$ cat src/rtl/cursor_ctrl_pkg.sv
// Shared definitions for the cursor controller and the board logic that
// consumes its commands.
//   OP_REVEAL / OP_FLAG : cmd_op encodings
//   buf_state_t         : command buffer occupancy states
package cursor_ctrl_pkg;

   localparam logic OP_REVEAL = 1'b0;
   localparam logic OP_FLAG   = 1'b1;

   typedef enum logic [1:0] {
      BUF_EMPTY = 2'd0,
      BUF_ONE   = 2'd1,
      BUF_TWO   = 2'd2
   } buf_state_t;

endpackage

$ cat src/rtl/cursor_ctrl_wrap_counter.sv
// Wrapping up/down position counter for one cursor axis.
//   clk, rst  : clock, async active-low reset (value -> 0)
//   inc, dec  : step requests; both together cancel out
//   value     : current position, range 0..MAX, wraps at both ends
module wrap_counter #(
   parameter  int MAX = 7,
   localparam int W   = (MAX < 1) ? 1 : $clog2(MAX + 1)
) (
   input  logic         clk,
   input  logic         rst,
   input  logic         inc,
   input  logic         dec,
   output logic [W-1:0] value
);

   localparam logic [W-1:0] TOP = W'(MAX);

   always_ff @(posedge clk or negedge rst) begin
      if (!rst) begin
         value <= '0;
      end else if (inc && !dec) begin
         value <= (value == TOP) ? '0 : value + W'(1);
      end else if (dec && !inc) begin
         value <= (value == '0) ? TOP : value - W'(1);
      end
   end

endmodule

$ cat src/rtl/cursor_ctrl.sv
// Cursor controller: moves a cursor over a GRID_W x GRID_H board from button
// pulses and turns select/flag pulses into commands for the board logic,
// buffered in a 2-entry queue (output register + one pending register).
//   clk, rst                      : clock, async active-low reset
//   btn_up/down/left/right        : one-cycle move pulses
//   btn_sel, btn_flag             : one-cycle reveal / flag-toggle requests
//   game_active                   : low blocks all button pulses
//   cur_x, cur_y                  : cursor position
//   cmd_valid/op/x/y, cmd_ready   : command handshake to the board logic
//   cmd_drop                      : one-cycle pulse when a request is discarded
//
// Command buffer states:
//   state     | meaning
//   BUF_EMPTY | no command held, cmd_valid low
//   BUF_ONE   | output register holds a command
//   BUF_TWO   | output register and pending register both hold commands
module cursor_ctrl
   import cursor_ctrl_pkg::*;
#(
   parameter  int GRID_W = 8,
   parameter  int GRID_H = 8,
   localparam int XW     = $clog2(GRID_W),
   localparam int YW     = $clog2(GRID_H)
) (
   input  logic          clk,
   input  logic          rst,
   input  logic          btn_up,
   input  logic          btn_down,
   input  logic          btn_left,
   input  logic          btn_right,
   input  logic          btn_sel,
   input  logic          btn_flag,
   input  logic          game_active,
   output logic [XW-1:0] cur_x,
   output logic [YW-1:0] cur_y,
   output logic          cmd_valid,
   output logic          cmd_op,
   output logic [XW-1:0] cmd_x,
   output logic [YW-1:0] cmd_y,
   input  logic          cmd_ready,
   output logic          cmd_drop
);

   buf_state_t    state, nxt_state;
   logic          out_op, nxt_out_op;
   logic [XW-1:0] out_x, nxt_out_x;
   logic [YW-1:0] out_y, nxt_out_y;
   logic          pend_op, nxt_pend_op;
   logic [XW-1:0] pend_x, nxt_pend_x;
   logic [YW-1:0] pend_y, nxt_pend_y;
   logic          drop_q, nxt_drop;

   logic          req_valid;
   logic          req_op;
   logic          op_clash;
   logic          hs;

   wrap_counter #(.MAX(GRID_W - 1)) u_wrap_x (
      .clk   (clk),
      .rst   (rst),
      .inc   (game_active & btn_right),
      .dec   (game_active & btn_left),
      .value (cur_x)
   );

   wrap_counter #(.MAX(GRID_H - 1)) u_wrap_y (
      .clk   (clk),
      .rst   (rst),
      .inc   (game_active & btn_down),
      .dec   (game_active & btn_up),
      .value (cur_y)
   );

   // Requests sample cur_x/cur_y as registered, i.e. before any same-cycle move.
   assign req_valid = game_active & (btn_sel | btn_flag);
   assign req_op    = btn_sel ? OP_REVEAL : OP_FLAG;
   assign op_clash  = game_active & btn_sel & btn_flag;
   assign hs        = cmd_valid & cmd_ready;

   always_comb begin
      nxt_state   = state;
      nxt_out_op  = out_op;
      nxt_out_x   = out_x;
      nxt_out_y   = out_y;
      nxt_pend_op = pend_op;
      nxt_pend_x  = pend_x;
      nxt_pend_y  = pend_y;
      nxt_drop    = op_clash;

      case (state)
         BUF_EMPTY: begin
            if (req_valid) begin
               nxt_state  = BUF_ONE;
               nxt_out_op = req_op;
               nxt_out_x  = cur_x;
               nxt_out_y  = cur_y;
            end
         end
         BUF_ONE: begin
            if (hs && req_valid) begin
               nxt_out_op = req_op;
               nxt_out_x  = cur_x;
               nxt_out_y  = cur_y;
            end else if (hs) begin
               nxt_state = BUF_EMPTY;
            end else if (req_valid) begin
               nxt_state   = BUF_TWO;
               nxt_pend_op = req_op;
               nxt_pend_x  = cur_x;
               nxt_pend_y  = cur_y;
            end
         end
         BUF_TWO: begin
            if (hs) begin
               nxt_out_op = pend_op;
               nxt_out_x  = pend_x;
               nxt_out_y  = pend_y;
               if (req_valid) begin
                  nxt_pend_op = req_op;
                  nxt_pend_x  = cur_x;
                  nxt_pend_y  = cur_y;
               end else begin
                  nxt_state = BUF_ONE;
               end
            end else if (req_valid) begin
               nxt_drop = 1'b1;
            end
         end
         default: begin
            nxt_state = BUF_EMPTY;
         end
      endcase
   end

   always_ff @(posedge clk or negedge rst) begin
      if (!rst) begin
         state   <= BUF_EMPTY;
         out_op  <= OP_REVEAL;
         out_x   <= '0;
         out_y   <= '0;
         pend_op <= OP_REVEAL;
         pend_x  <= '0;
         pend_y  <= '0;
         drop_q  <= 1'b0;
      end else begin
         state   <= nxt_state;
         out_op  <= nxt_out_op;
         out_x   <= nxt_out_x;
         out_y   <= nxt_out_y;
         pend_op <= nxt_pend_op;
         pend_x  <= nxt_pend_x;
         pend_y  <= nxt_pend_y;
         drop_q  <= nxt_drop;
      end
   end

   assign cmd_valid = (state != BUF_EMPTY);
   assign cmd_op    = out_op;
   assign cmd_x     = out_x;
   assign cmd_y     = out_y;
   assign cmd_drop  = drop_q;

endmodule

$ cat config.mk
export PLATFORM = sky130hd
export DESIGN_NAME = cursor_ctrl
export DESIGN_NICKNAME = d
export VERILOG_FILES = /design/src/rtl/cursor_ctrl_pkg.sv /design/src/rtl/cursor_ctrl_wrap_counter.sv /design/src/rtl/cursor_ctrl.sv
export SDC_FILE = /design/constraint.sdc
export NUM_CORES = 1
export LEC_CHECK = 0
export CAP_MARGIN = 20
export CORE_MARGIN = 4
export CORE_UTILIZATION = 40
export CTS_BUF_LIST = sky130_fd_sc_hd__clkbuf_2
export DETAILED_ROUTE_END_ITERATION = 16
export GPL_ROUTABILITY_DRIVEN = 0
export PLACE_DENSITY = 0.76
export SETUP_SLACK_MARGIN = 0.15
export SYNTH_ARGS = -nofsm -noshare
export SYNTH_HDL_FRONTEND = slang
export SYNTH_SLANG_ARGS = --single-unit
$ cat constraint.sdc
create_clock -name clk -period 2.7 [get_ports clk]
set_clock_uncertainty 0.05 [all_clocks]
set_input_delay 0.27 -clock clk [delete_from_list [all_inputs] [get_ports clk]]
set_output_delay 0.27 -clock clk [all_outputs]
set_load 0.01 [all_outputs]
==> out/results.ini <==
[grt]
first_global_vias = 896
gr-usage-all-layers_pct = 12.1
grt_pass1_wl_um = 4030
grt.overflow.total = 0
grt_antenna_before_repair = 0
grt_max_degree = 24

[cells_and_area]
area_growth_pct = 26.1
nets = 156
drive_gt1_share_pct = 22.2
final_area_um2 = 1570
n_antenna_cell = 0

[timing]
grt_setup_unrepaired = no
slew_violations = 0
final-setup-viol-count = 0
relSlewSlack_pct = 71.0
period_share_pct = 71.8
fin_ws_ns = 0.761
tns_ns = 0
period_minus_slack_ns = 1.94
tightest_slew_ns = 0.436
hold_viol_final = 0
fin_hold_ws_ns = 0.213
fmax_ghz = 0.516

[worst_setup_path]
start_kind = register
cp.buffers_inverters = 1
cp_cell_sequence = or2_2 > clkdlybuf4s50_1
slowest_delay_ns = 0.50
crit_fanout = 7
critical_path_class = register to output port
crit_path_top_delay_cell = dfrtp_1
worstPathArrival_ns = 1.62
cp_top_family = flip-flops
endpoint_kind = output port
crit_required_ns = 2.38

[drt]
vias_per_cell = 4.74
wire_per_inst_um = 12.4
drt_iter0_markers = 36
dr.pass1.iters = 3
via_count = 849
totalWireLength_um = 2220
drc = 0
ant_nets = 0

[floorplanning]
die-area_um2 = 4080
row_count = 20
die_x_um = 63.9
start_util_pct = 41.2
die_height_um = 63.9
ioPinCount = 25
core_area_um2 = 3030

[power_and_ir_drop]
p_leak_nw = 0.692
peakVddDrop_mv = 0.407
power.density_nw_per_um2 = 960
report.power.total_mw = 1.51

[clock_network]
htreeDepth = 1
hold_buffers = 0
clkTransAtPathRegs_ns = 0.21
cts_resized = 0
clkLatencyLatePin_ns = 0.31
cts_max_path_buffers = 2
cts_tree = yes
postCtsSetupBuffers = 0
cts-buffers-inserted = 3
cts-root-buf = clkbuf_2
cts_sinks = 23

[flow_run]
drv_cap = 0

[synthesis]
synth_cells = 106
async_flop_share_pct = 100
syn_avg_cell_area_um2 = 11.8
ys.flop_type = dfrtp_1
syn-num-nets = 126
synth-edff-count = 0
syn_area_um2 = 1250
seq_area_frac_synth_pct = 46.1
synth_cell_types = 27
ys_ff_latch = 23
yosysWarnings = 0

[place]
dp_hpwl_um = 1740
preCtsSetupSlack_ns = 0.587
dpl_cell_area_um2 = 1550
portBuffers = 24

[hold_path]
hold_class = input port to asynchronous set/reset pin

[run_status]
outcome = finished clean

## stage by stage
stage | utilization, % | cells
3_5_place_dp | 51.3 | 175
3_3_place_gp | 51.3 | 175
6_report | 52.0 | 179
5_1_grt | 52.0 | 179
4_1_cts | 52.0 | 179
2_1_floorplan | - | 106
## Yosys cell counts, types with 2 or more instances
cell | count | area [um2]
a211oi_1 | 2 | 15.0
a21oi_1 | 7 | 35.0
and2_1 | 2 | 12.5
dfrtp_1 | 23 | 576
ha_1 | 10 | 125
inv_1 | 10 | 37.5
mux2_2 | 19 | 214
mux2i_1 | 2 | 20.0
nand2_1 | 6 | 22.5
nor2_1 | 3 | 11.3
nor2b_1 | 2 | 12.5
o21ai_0 | 4 | 20.0
xor2_1 | 2 | 17.5
## cells by family after synthesis
group / synth area share, %
AOI/OAI and AO/OA: 11.9
xor gates and xnor gates: 2.10
adders and majority gates: 10.0
buffers and inverters: 3.41
DFF: 46.1
muxes: 18.7
and+or+nand+nor: 7.72
## registers in the layout, summed over array words and instances, names as in the netlist
name and cells:
cmd_drop 1, state 2, cmd_x 3, u_wrap_y.value 3, pend_x 3, cmd_op 1, pend_y 3, pend_op 1
u_wrap_x.value 3, cmd_y 3
## cells in the final DEF, fill, tap and decap left out
cell             instances
a211oi_1                 2
a21boi_0                 1
a21o_1                   1
a21oi_1                  7
a21oi_4                  1
a32o_1                   1
and2_1                   2
buf_4                    2
clkbuf_2                 3
clkdlybuf4s50_1         24
clkinv_2                 1
dfrtp_1                 23
ha_1                    10
inv_1                   10
mux2_2                  19
mux2i_1                  2
nand2_1                  6
nand3b_1                 1
nor2_1                   3
nor2b_1                  2
nor3_1                   1
o211ai_1                 1
o21ai_0                  4
o21ai_2                  1
o31ai_4                  1
or2_2                    1
or2b_1                   1
or3b_4                   1
xnor2_1                  1
xor2_1                   2
## path summary, 6_finish.rpt
kind / from / endpoint / slack (ns) / depth (start not counted)
min in group clk: cmd_op / cmd_op / 0.49 / 1
worst min register to register: cmd_op / cmd_op / 0.49 / 1
max in group asynchronous: rst / cmd_x[1] / 2.16 / 2
worst max-delay path: state[1] / cmd_valid / 0.76 / 2
worst max register to register: state[1] / pend_x[1] / 0.95 / 3
worst min-delay path: rst / pend_op / 0.21 / 2
## layer usage
metal / share of wire [%] / track usage (%)
met5: 0 / 0
met3: 2.6 / 1.58
met2: 49 / 20.1
met1: 47 / 16.1
met4: 0.94 / 4.04
## final cells by class
type,count,area (um2)
clock inverter,1,5.00
multi-input combinational,72,631
inverter,10,37.5
clock buffer,3,15.0
tap,44,55.1
fill,272,1450
timing repair buffer,26,255
sequential,23,576
## report_power, final
group          switching, mW  internal (mW)  total [mW]
clock network         0.0976         0.0336       0.131
logic                  0.298          0.448       0.746
registers              0.134          0.500       0.634
total                  0.529          0.982        1.51
No activity file was read; power rests on OpenSTA's default activity.
